--- src/rtl/ram_scan_ctrl_pkg.sv ---
// Shared types for the scanned display RAM controller.
package ram_scan_pkg;

  typedef enum logic [2:0] {
    CLEAR,
    SHOW,
    WRITE,
    READ,
    WAIT
  } state_t;

  localparam logic [1:0] MODE_AUTO   = 2'b00;
  localparam logic [1:0] MODE_HOLD   = 2'b01;
  localparam logic [1:0] MODE_MANUAL = 2'b10;

endpackage

--- src/rtl/ram_scan_ctrl_if.sv ---
// Switch-side write request and display-side read-out bundle of ram_scan_ctrl.
interface ram_scan_ctrl_if #(
  parameter int ADDR_W = 5,
  parameter int DATA_W = 8
);

  logic              wr_req;
  logic [ADDR_W-1:0] wr_addr;
  logic [DATA_W-1:0] wr_data;
  logic [1:0]        mode;
  logic [ADDR_W-1:0] rd_addr;
  logic [ADDR_W-1:0] disp_addr;
  logic [DATA_W-1:0] disp_data;
  logic              disp_valid;
  logic              wr_ack;
  logic              busy;

  modport master (
    output wr_req, wr_addr, wr_data, mode, rd_addr,
    input  disp_addr, disp_data, disp_valid, wr_ack, busy
  );

  modport slave (
    input  wr_req, wr_addr, wr_data, mode, rd_addr,
    output disp_addr, disp_data, disp_valid, wr_ack, busy
  );

endinterface

--- src/rtl/ram_scan_ctrl_tick_gen.sv ---
// Free-running divider: one-cycle tick every TICK_DIV clocks, on the wrap cycle.
module tick_gen #(
  parameter int TICK_DIV = 50000000
) (
  input  logic CLOCK_50,
  input  logic reset,
  output logic tick
);

  localparam int CW = (TICK_DIV > 1) ? $clog2(TICK_DIV) : 1;
  localparam logic [CW-1:0] LAST = CW'(TICK_DIV - 1);

  logic [CW-1:0] cnt;

  always_ff @(posedge CLOCK_50 or posedge reset) begin
    if (reset) begin
      cnt <= '0;
    end else if (cnt == LAST) begin
      cnt <= '0;
    end else begin
      cnt <= cnt + 1'b1;
    end
  end

  assign tick = (cnt == LAST);

endmodule

--- src/rtl/ram_scan_ctrl.sv ---
// Display RAM with a single switch-driven write port and an autonomous scan read-out.
//
// state | meaning
// CLEAR | power-up sweep writing zero to every word, busy high
// SHOW  | display stable, arbitrating pending write / tick / manual address
// WRITE | pending word written to RAM, wr_ack high
// READ  | rd_target presented to the RAM
// WAIT  | RAM output captured into the display registers
module ram_scan_ctrl
  import ram_scan_pkg::*;
#(
  parameter int ADDR_W   = 5,
  parameter int DATA_W   = 8,
  parameter int TICK_DIV = 50000000
) (
  input logic          CLOCK_50,
  input logic          reset,
  ram_scan_ctrl_if.slave bus
);

  localparam int DEPTH = 2 ** ADDR_W;
  localparam logic [ADDR_W-1:0] LAST_ADDR = '1;

  state_t state;

  logic              tick;
  logic              req_s1, req_s2, req_d;
  logic              wr_pulse;
  logic              pend;
  logic [ADDR_W-1:0] pend_addr;
  logic [DATA_W-1:0] pend_data;
  logic [ADDR_W-1:0] clr_idx;
  logic [ADDR_W-1:0] scan_ptr;
  logic [ADDR_W-1:0] rd_target;

  logic [ADDR_W-1:0] disp_addr_r;
  logic [DATA_W-1:0] disp_data_r;
  logic              disp_valid_r;
  logic              wr_ack_r;
  logic              busy_r;

  logic [DATA_W-1:0] mem [DEPTH];
  logic [DATA_W-1:0] q;
  logic [ADDR_W-1:0] ram_addr;
  logic [DATA_W-1:0] ram_wdata;
  logic              ram_we;

  tick_gen #(.TICK_DIV(TICK_DIV)) u_tick (
    .CLOCK_50 (CLOCK_50),
    .reset    (reset),
    .tick     (tick)
  );

  // wr_req comes straight from a switch: synchronise before edge detection
  always_ff @(posedge CLOCK_50 or posedge reset) begin
    if (reset) begin
      req_s1 <= 1'b0;
      req_s2 <= 1'b0;
      req_d  <= 1'b0;
    end else begin
      req_s1 <= bus.wr_req;
      req_s2 <= req_s1;
      req_d  <= req_s2;
    end
  end

  assign wr_pulse = req_s2 & ~req_d;

  always_comb begin
    ram_addr  = rd_target;
    ram_wdata = '0;
    ram_we    = 1'b0;
    case (state)
      CLEAR: begin
        ram_addr = clr_idx;
        ram_we   = 1'b1;
      end
      WRITE: begin
        ram_addr  = pend_addr;
        ram_wdata = pend_data;
        ram_we    = 1'b1;
      end
      default: ;
    endcase
  end

  always_ff @(posedge CLOCK_50) begin
    if (ram_we) mem[ram_addr] <= ram_wdata;
    q <= mem[ram_addr];
  end

  always_ff @(posedge CLOCK_50 or posedge reset) begin
    if (reset) begin
      state        <= CLEAR;
      clr_idx      <= '0;
      scan_ptr     <= '0;
      rd_target    <= '0;
      pend         <= 1'b0;
      pend_addr    <= '0;
      pend_data    <= '0;
      disp_addr_r  <= '0;
      disp_data_r  <= '0;
      disp_valid_r <= 1'b0;
      wr_ack_r     <= 1'b0;
      busy_r       <= 1'b1;
    end else begin
      wr_ack_r <= 1'b0;
      // a new request always wins over the clear in WRITE so it is never lost
      if (wr_pulse) begin
        pend      <= 1'b1;
        pend_addr <= bus.wr_addr;
        pend_data <= bus.wr_data;
      end
      case (state)
        CLEAR: begin
          clr_idx <= clr_idx + 1'b1;
          if (clr_idx == LAST_ADDR) begin
            busy_r    <= 1'b0;
            rd_target <= scan_ptr;
            state     <= READ;
          end
        end
        SHOW: begin
          if (pend) begin
            wr_ack_r <= 1'b1;
            state    <= WRITE;
          end else if (bus.mode == MODE_AUTO && tick) begin
            scan_ptr  <= scan_ptr + 1'b1;
            rd_target <= scan_ptr + 1'b1;
            state     <= READ;
          end else if (bus.mode == MODE_MANUAL &&
                       (tick || bus.rd_addr != disp_addr_r)) begin
            rd_target <= bus.rd_addr;
            state     <= READ;
          end
        end
        WRITE: begin
          if (!wr_pulse) pend <= 1'b0;
          rd_target <= pend_addr;
          state     <= READ;
        end
        READ: state <= WAIT;
        WAIT: begin
          disp_addr_r  <= rd_target;
          disp_data_r  <= q;
          disp_valid_r <= 1'b1;
          state        <= SHOW;
        end
        default: state <= CLEAR;
      endcase
    end
  end

  assign bus.disp_addr  = disp_addr_r;
  assign bus.disp_data  = disp_data_r;
  assign bus.disp_valid = disp_valid_r;
  assign bus.wr_ack     = wr_ack_r;
  assign bus.busy       = busy_r;

endmodule

--- src/flat_wrapper.sv ---
// flat-port wrapper written by rule: the top's interface ports become plain ports
module ram_scan_ctrl_flat import ram_scan_pkg::*;
#(
  parameter int ADDR_W   = 5,
  parameter int DATA_W   = 8,
  parameter int TICK_DIV = 50000000
)
  (CLOCK_50, reset, bus_wr_req, bus_wr_addr, bus_wr_data, bus_mode, bus_rd_addr, bus_disp_addr, bus_disp_data, bus_disp_valid, bus_wr_ack, bus_busy);
  ram_scan_ctrl_if #(.ADDR_W(ADDR_W), .DATA_W(DATA_W)) bus_i ();
  input logic CLOCK_50;
  input logic reset;
  input wire logic [$bits(bus_i.wr_req)-1:0] bus_wr_req;
  input wire logic [$bits(bus_i.wr_addr)-1:0] bus_wr_addr;
  input wire logic [$bits(bus_i.wr_data)-1:0] bus_wr_data;
  input wire logic [$bits(bus_i.mode)-1:0] bus_mode;
  input wire logic [$bits(bus_i.rd_addr)-1:0] bus_rd_addr;
  output wire logic [$bits(bus_i.disp_addr)-1:0] bus_disp_addr;
  output wire logic [$bits(bus_i.disp_data)-1:0] bus_disp_data;
  output wire logic [$bits(bus_i.disp_valid)-1:0] bus_disp_valid;
  output wire logic [$bits(bus_i.wr_ack)-1:0] bus_wr_ack;
  output wire logic [$bits(bus_i.busy)-1:0] bus_busy;
  assign bus_i.wr_req = bus_wr_req;
  assign bus_i.wr_addr = bus_wr_addr;
  assign bus_i.wr_data = bus_wr_data;
  assign bus_i.mode = bus_mode;
  assign bus_i.rd_addr = bus_rd_addr;
  assign bus_disp_addr = bus_i.disp_addr;
  assign bus_disp_data = bus_i.disp_data;
  assign bus_disp_valid = bus_i.disp_valid;
  assign bus_wr_ack = bus_i.wr_ack;
  assign bus_busy = bus_i.busy;
  ram_scan_ctrl #(.ADDR_W(ADDR_W), .DATA_W(DATA_W), .TICK_DIV(TICK_DIV)) u_core (.CLOCK_50(CLOCK_50), .reset(reset), .bus(bus_i));
endmodule
--- config.mk ---
export PLATFORM = sky130hd
export DESIGN_NAME = ram_scan_ctrl_flat
export DESIGN_NICKNAME = d
export VERILOG_FILES = /design/src/rtl/ram_scan_ctrl_pkg.sv /design/src/rtl/ram_scan_ctrl_if.sv /design/src/rtl/ram_scan_ctrl_tick_gen.sv /design/src/rtl/ram_scan_ctrl.sv /design/src/flat_wrapper.sv
export SDC_FILE = /design/constraint.sdc
export NUM_CORES = 1
export LEC_CHECK = 0
export ABC_AREA = 1
export CAP_MARGIN = 20
export CORE_MARGIN = 3
export CORE_UTILIZATION = 59
export CTS_BUF_LIST = sky130_fd_sc_hd__clkbuf_8
export DETAILED_ROUTE_END_ITERATION = 10
export PLACE_DENSITY = 0.78
export SLEW_MARGIN = 20
export SYNTH_ARGS = -nofsm -noshare
export SYNTH_HDL_FRONTEND = slang
export SYNTH_SLANG_ARGS = --single-unit
--- constraint.sdc ---
create_clock -name CLOCK_50 -period 4.2 [get_ports CLOCK_50]
set_input_delay 0.84 -clock CLOCK_50 [delete_from_list [all_inputs] [get_ports CLOCK_50]]
set_output_delay 0.84 -clock CLOCK_50 [all_outputs]
set_load 0.005 [all_outputs]
## Word level (Yosys, flattened, before mapping)

Memories as Yosys holds them, arrays and structs flattened. A register that Yosys moved wholly into a read port is not among the register bits.
Index checks and enable logic that the tools add are counted.

| storage, ports and cells | value |
|---|---|
| memories kept | 1 |
| bits in latches | 0 |
| flip-flop bits (word level) | 77 |
| output and inout port bits | 16 |
| memory bits (read-only) | 0 |
| memory bits (writable) | 256 |
| logic and storage cells | 67 |
| bits of input ports | 23 |

| cells by class | value |
|---|---|
| reduce and logical (&&, ||, !) cells | 11 |
| order comparisons | 0 |
| eq/ne operators | 12 |
| multiplexer cells | 21 |
| add/sub/neg operators | 3 |
| bitwise logic cells | 3 |
| multipliers | 0 |
| shift operators | 0 |
| divide/modulo/power cells | 0 |

Memories:

| name | depth | bits a word | read ports | clocked after Yosys merged registers in | write ports | line | text |
|---|---|---|---|---|---|---|---|
| u_core.mem | 32 | 8 | 1 | 1 | 1 | ram_scan_ctrl.sv:42 | `logic [DATA_W-1:0] mem [DEPTH];` |

Operators with widths:

| operator | number |
|---|---|
| adder 26 x 1 -> 26 bit, second input constant | 1 |
| equality test 26 bit, second input constant | 1 |
| two-way mux 26 bit | 1 |
| two-way mux 5 bit | 4 |
| one-hot mux 3 bit (5 select lines) | 1 |
| one-hot mux 5 bit (3 select lines) | 1 |
| two-way mux 3 bit | 4 |
| adder 5 x 1 -> 5 bit, second input constant | 2 |
| one-hot mux 5 bit (2 select lines) | 1 |
| two-way mux 1 bit | 8 |
| two-way mux 8 bit | 1 |
| equality test 3 x 2 -> 1 bit, second input constant | 2 |
| equality test 5 bit, second input constant | 1 |
| inequality test 5 bit | 1 |
| inequality test 4 x 1 -> 1 bit, second input constant | 1 |
| AND reduction 2 bit | 2 |
| AND reduction 4 bit | 1 |
| equality test 3 x 1 -> 1 bit, second input constant | 1 |
| equality test 3 bit, second input constant | 1 |
| logical NOT 3 bit | 1 |
| inequality test 3 x 1 -> 1 bit, second input constant | 1 |
| AND reduction 3 bit | 1 |
| nonzero test 3 bit | 1 |
| equality test 2 bit, second input constant | 1 |
| other kinds (8) | 10 |

## Logic depth before layout (Yosys ltp)

| depth | value |
|---|---|
| word-level depth | 7 |
| depth in mapped cells | 15 |
| depth with buffers taken out | 13 |

## By module

From an unflattened synthesis, not the netlist that was laid out.

| second synthesis, totals | value |
|---|---|
| cells, all modules | 1567 |
| area, all modules | 15338.5 µm² |

Modules (own cells, without submodules):

| module | area an instance (µm²) | instances | seq. area each (µm²) | cells each |
|---|---|---|---|---|
| ram_scan_ctrl | 13754.4 | 1 | 9125.0 | 1352 |
| tick_gen | 1584.0 | 1 | 650.6 | 215 |

## Worst setup path after synthesis

No wires, ideal clock.

| timing path | value |
|---|---|
| path kind | reg-to-reg |
| start point | register u_core.state[2] |
| end point | memory u_core.mem[11][0], enable pin |
| setup time | 370 ps |
| required time | 3830 ps |
| clock period less this slack | 2266 ps |
| setup slack | 1934 ps |
| arrival time | 1896 ps |
| stages on the path, launching flop included | 9 |
| path buffers | 3 |
| path through | dfrtp_1 -> nor2_2 -> buf_4 -> nand3_2 -> nand3_2 -> buf_4 -> buf_2 -> nand3_1 -> nor2_1 |

| on the way | value |
|---|---|
| cells in the longest elaborated chain, start to end | 5 |
| elaborated cells on any way between the ends | 7 |
| classes of those cells | eq/ne (1); mux (4); reduce/logical (2) |

Ends and longest elaborated chain:

| what | line | text |
|---|---|---|
| from (decl) | ram_scan_ctrl.sv:24 | `state_t state;` |
| from (signal assigned) | ram_scan_ctrl.sv:94 | `state <= CLEAR;` |
| from (signal assigned) | ram_scan_ctrl.sv:120 | `state <= READ;` |
| from (signal assigned) | ram_scan_ctrl.sv:126 | `state <= WRITE;` |
| equality test 3 x 2 -> 1 bit or logical NOT 3 bit (tied branches) | ram_scan_ctrl.sv:73 | `case (state)` |
| OR reduction 2 bit (no line) | n/a |  |
| two-way mux 1 bit | ram_scan_ctrl.sv:73 |  |
| two-way mux 1 bit | ram_scan_ctrl.sv:88 | `if (ram_we) mem[ram_addr] <= ram_wdata;` |
| two-way mux 1 bit (implied by the code) | ram_scan_ctrl.sv:88 |  |
| to (decl) | ram_scan_ctrl.sv:42 |  |

Several ways; a longest one is shown, not always the timed one.

## Worst setup path in the final report

| timing path | value |
|---|---|
| start point | register u_core.state[2] |
| end point | memory u_core.mem[5][1], enable pin |

Same word-level chain as after synthesis.

==> impl_metrics.toml <==
[floorplanning]
fp.dieArea_mm2 = 0.0278
pin_count = 39
die_width_um = 167
placement_rows = 58
floorplan.core_area_mm2 = 0.0253
initial_core_util = 0.603
fp.dieH_um = 167

[layout]
storage_cell_area_mm2 = 0.00978
n_antenna_cell = 0
area_growth_pct = 11.3
ratio_of_cells_with_drive_above_1_in_the_final_layout = 0.0866
stdcell_count = 1970
nets_final = 1627
layout.core_utilization = 0.670
multiInputGateArea_mm2 = 0.00480
finalInstanceArea_mm2 = 0.0169
fillCellCount = 1930

[sta]
timing.slew.headroom = 0.341
layout_worst_path_cycle_share = 0.742
endpoints_failing_setup = 0
tightest_slew_ps = 989
grt_setup_unrepaired = "false"
report.final.hold_viol_count = 0
finalHoldWorstSlack_ps = 346
worst_slack_ps = 1080
timing.clock.skew_ps = 36.8
setup_total_negative_slack_ps = 0
finalCriticalPeriod_ps = 3120
report.final.slew_viol_count = 0
clock.fmax_mhz = 321

[clocking]
cts_resized = 0
cts-root-to-sink-buffers = 3
cts.root.buffer_cell = "sky130_fd_sc_hd__clkbuf_8"
clock_transition_at_the_registers_of_the_reported_paths_ps = 60
cts_setup_buffers = 0
clock_latency_ps = 600
tritoncts.num_buffers = 54
cts_tree = "yes"
ctsHoldBuffers = 0
numClockSinks = 341
cts-htree-levels = 2

[yosys]
synth_flop_cell = "sky130_fd_sc_hd__edfxtp_1"
synth_cell_types = 34
synth.cell_area_mm2 = 0.0152
syn-instance-count = 1557
netlist.area_leader.share = 0.505
synth.yosys.warnings = 0
post_synth.cell_area_avg_um2 = 9.77
sequential_share_of_the_synthesized_area = 0.642
synth-edff-count = 256
asyncSetResetFlopFracSynth = 0.226
synthTopCellsByArea = "sky130_fd_sc_hd__edfxtp_1 (51%), sky130_fd_sc_hd__nand2_1 (16%), sky130_fd_sc_hd__dfrtp_1 (12%)"
synth_area_leader_cell = "sky130_fd_sc_hd__edfxtp_1"
synth_seq_cells = 341
mappedNetlistNets = 1584

[placement]
hpwlAfterDp_um = 22200
placed_cell_area_mm2 = 0.0159
gp_congestion = 0.933
placement.io_buffers = 38
dp_cells = 1874
preCtsSetupSlack_ps = 1210

[power]
sw_frac_of_total = 0.425
vdd_ir_drop_max_uv = 411
power_density_mw_per_mm2 = 756
pwr-share-clk = 0.212
fin_total_pwr_mw = 12.8
p_comb_frac = 0.429
total_leakage_power_nw = 7.27
seqPwrFrac = 0.359
cell_internal_pwr_mw = 7.36
power_switching_mw = 5.45

[critical_path]
worst-endpoint-arrival_ps = 3320
crit_slowest_cell = "sky130_fd_sc_hd__nor2_1"
critPathLaunchType = "flip-flop"
crit_path_cell_trace = "nor2_2 -> buf_4 -> nand3_4 -> nand3_4 -> nand3_1 -> nor2_1"
critical_path.max_fanout = 28
critical_path_required_ps = 4400
max_stage_delay_ps = 780
worstSetupEndpointType = "flip-flop"
cp_common_cell = "sky130_fd_sc_hd__nand3_4"
timing_worst_setup_path_type = "flip-flop to flip-flop"

[drt]
post-route-drc-count = 0
final_antenna_net_count = 0
wl_cell_um = 18.6
route.final.wire_length_um = 36600
route.vias.total = 11300
drt_pre_antenna_iters = 6
avgViaCountPerCell = 5.72
detailedRoute.firstIterationViolations = 1251

[grt]
antenna_found_initial = 0
grt_pass1_vias = 11200
globalRouteTotalUtil = 0.265
globalRoute.totalOverflow = 0
pin_count_of_the_biggest_net_entering_global_routing = 96
grt_first_pass_wirelength_um = 58800

[flow_run]
drv_cap = 0

[outcome]
outcome = "finished clean"

[min_path]
worst_hold_path_type = "flip-flop to flip-flop"
==> cells in the final DEF (no fill, tap or decap) <==
cell and n:
sky130_fd_sc_hd__nor2_2 17, sky130_fd_sc_hd__o21ai_0 15, sky130_fd_sc_hd__dfxtp_1 8, sky130_fd_sc_hd__mux2_2 12, sky130_fd_sc_hd__nand2_2 1, sky130_fd_sc_hd__clkbuf_8 65
sky130_fd_sc_hd__nor2_4 4, sky130_fd_sc_hd__clkdlybuf4s50_1 38, sky130_fd_sc_hd__clkinvlp_4 1, sky130_fd_sc_hd__buf_4 22, sky130_fd_sc_hd__inv_1 103, sky130_fd_sc_hd__nand3_4 3
sky130_fd_sc_hd__bufinv_16 1, sky130_fd_sc_hd__o22ai_1 1, sky130_fd_sc_hd__nor3_1 17, sky130_fd_sc_hd__nor3_2 2, sky130_fd_sc_hd__inv_8 1, sky130_fd_sc_hd__nand3b_1 2
sky130_fd_sc_hd__xnor2_1 12, sky130_fd_sc_hd__nand2_1 643, sky130_fd_sc_hd__nor2_1 115, sky130_fd_sc_hd__o21ai_1 9, sky130_fd_sc_hd__inv_4 1, sky130_fd_sc_hd__nand2_4 1
sky130_fd_sc_hd__dfstp_2 1, sky130_fd_sc_hd__clkinv_1 5, sky130_fd_sc_hd__clkinv_2 5, sky130_fd_sc_hd__ha_1 4, sky130_fd_sc_hd__inv_2 5, sky130_fd_sc_hd__a211oi_1 1
sky130_fd_sc_hd__xor2_1 12, sky130_fd_sc_hd__dfrtp_1 76, sky130_fd_sc_hd__a22oi_1 2, sky130_fd_sc_hd__nand4_1 132, sky130_fd_sc_hd__edfxtp_1 256, sky130_fd_sc_hd__a21oi_1 21
sky130_fd_sc_hd__nand3_1 23, sky130_fd_sc_hd__o211ai_1 1, sky130_fd_sc_hd__o21a_1 2
==> path summary, 6_finish.rpt <==
kind	depth (start not counted)	to	start	slack, ps
max	6	u_core.mem[5][1]	u_core.state[2]	1080
min	0	u_core.req_s2	u_core.req_s1	350
max reg2reg	6	u_core.mem[5][1]	u_core.state[2]	1080
min reg2reg	0	u_core.req_s2	u_core.req_s1	350
max in group asynchronous	3	u_core.u_tick.cnt[22]	reset	2820
min in group asynchronous	2	u_core.u_tick.cnt[3]	reset	720
==> cells by family (layout without fill, tap and decap cells) <==
kind of cell               Yosys count  count (layout)  share of synthesized area
xor gates and xnor gates            24              24                     0.0138
muxes                               12              12                    0.00888
adders and majority gates            4               4                    0.00329
buffers and inverters              164             247                     0.0460
DFF                                341             341                      0.642
AOI/OAI and AO/OA                   52              52                     0.0182
and+or+nand+nor                    960             960                      0.267
==> cells in the mapped netlist, types with 2 or more instances <==
cell type and n:
sky130_fd_sc_hd__clkbuf_1 21, sky130_fd_sc_hd__o21ai_0 15, sky130_fd_sc_hd__nor3_1 17, sky130_fd_sc_hd__nor2_2 11, sky130_fd_sc_hd__buf_1 2, sky130_fd_sc_hd__xnor2_1 12
sky130_fd_sc_hd__nand3_2 3, sky130_fd_sc_hd__inv_2 5, sky130_fd_sc_hd__nor3_2 2, sky130_fd_sc_hd__nand2_1 644, sky130_fd_sc_hd__o21ai_1 9, sky130_fd_sc_hd__dfrtp_1 76
sky130_fd_sc_hd__ha_1 4, sky130_fd_sc_hd__nand3b_1 2, sky130_fd_sc_hd__edfxtp_1 256, sky130_fd_sc_hd__nor2_1 123, sky130_fd_sc_hd__o21a_1 2, sky130_fd_sc_hd__buf_2 41
sky130_fd_sc_hd__xor2_1 12, sky130_fd_sc_hd__nor2_4 2, sky130_fd_sc_hd__a21oi_1 21, sky130_fd_sc_hd__mux2_2 12, sky130_fd_sc_hd__buf_4 9, sky130_fd_sc_hd__inv_1 85
sky130_fd_sc_hd__nand4_1 132, sky130_fd_sc_hd__dfxtp_1 8, sky130_fd_sc_hd__a22oi_1 2, sky130_fd_sc_hd__nand3_1 23
==> power by group through the flow <==
stage	clock network, mW	logic [mW]	registers [mW]
floorplan	0	3.78	4.59
global placement	0	5.23	4.64
detailed placement	0	5.35	4.66
CTS	2.74	5.40	4.59
global route	2.91	6.08	4.63
finish	2.72	5.49	4.60
==> cell type report <==
type,count,share of cell area
Tap cell,330,0.0244
Clock inverter,31,0.00946
Clock buffer,65,0.0528
Sequential cell,341,0.577
Multi-Input combinational cell,1052,0.283
Inverter,91,0.0203
Timing Repair Buffer,60,0.0322
==> flip-flops by register name (all words and copies together) (netlist names) <==
register / cells
u_core.bus.busy: 1
u_core.bus.disp_addr: 5
u_core.bus.disp_data: 8
u_core.bus.disp_valid: 1
u_core.bus.wr_ack: 1
u_core.clr_idx: 5
u_core.mem: 256
u_core.pend: 1
u_core.pend_addr: 5
u_core.pend_data: 8
u_core.q: 8
u_core.rd_target: 5
u_core.req_d: 1
u_core.req_s1: 1
u_core.req_s2: 1
u_core.scan_ptr: 5
u_core.state: 3
u_core.u_tick.cnt: 26
==> critical path, delay by kind of cell, from the launching register on <==
kind,cells,cell delay (ps)
AND/OR/NAND/NOR,5,2050
flip-flops,1,440
buffers and inverters,1,230
==> routing by layer <==
| metal | part of all wire | wire (um) | global-route usage | up-vias |
|---|---|---|---|---|
| li1 | - | - | - | 5302 |
| met1 | 0.41 | 14900 | 0.366 | 5319 |
| met2 | 0.47 | 17100 | 0.423 | 545 |
| met3 | 0.090 | 3300 | 0.0503 | 100 |
| met4 | 0.034 | 1250 | 0.105 | 0 |
| met5 | 0 | 0 | 0 | - |
(Power assumes the default switching activity.)
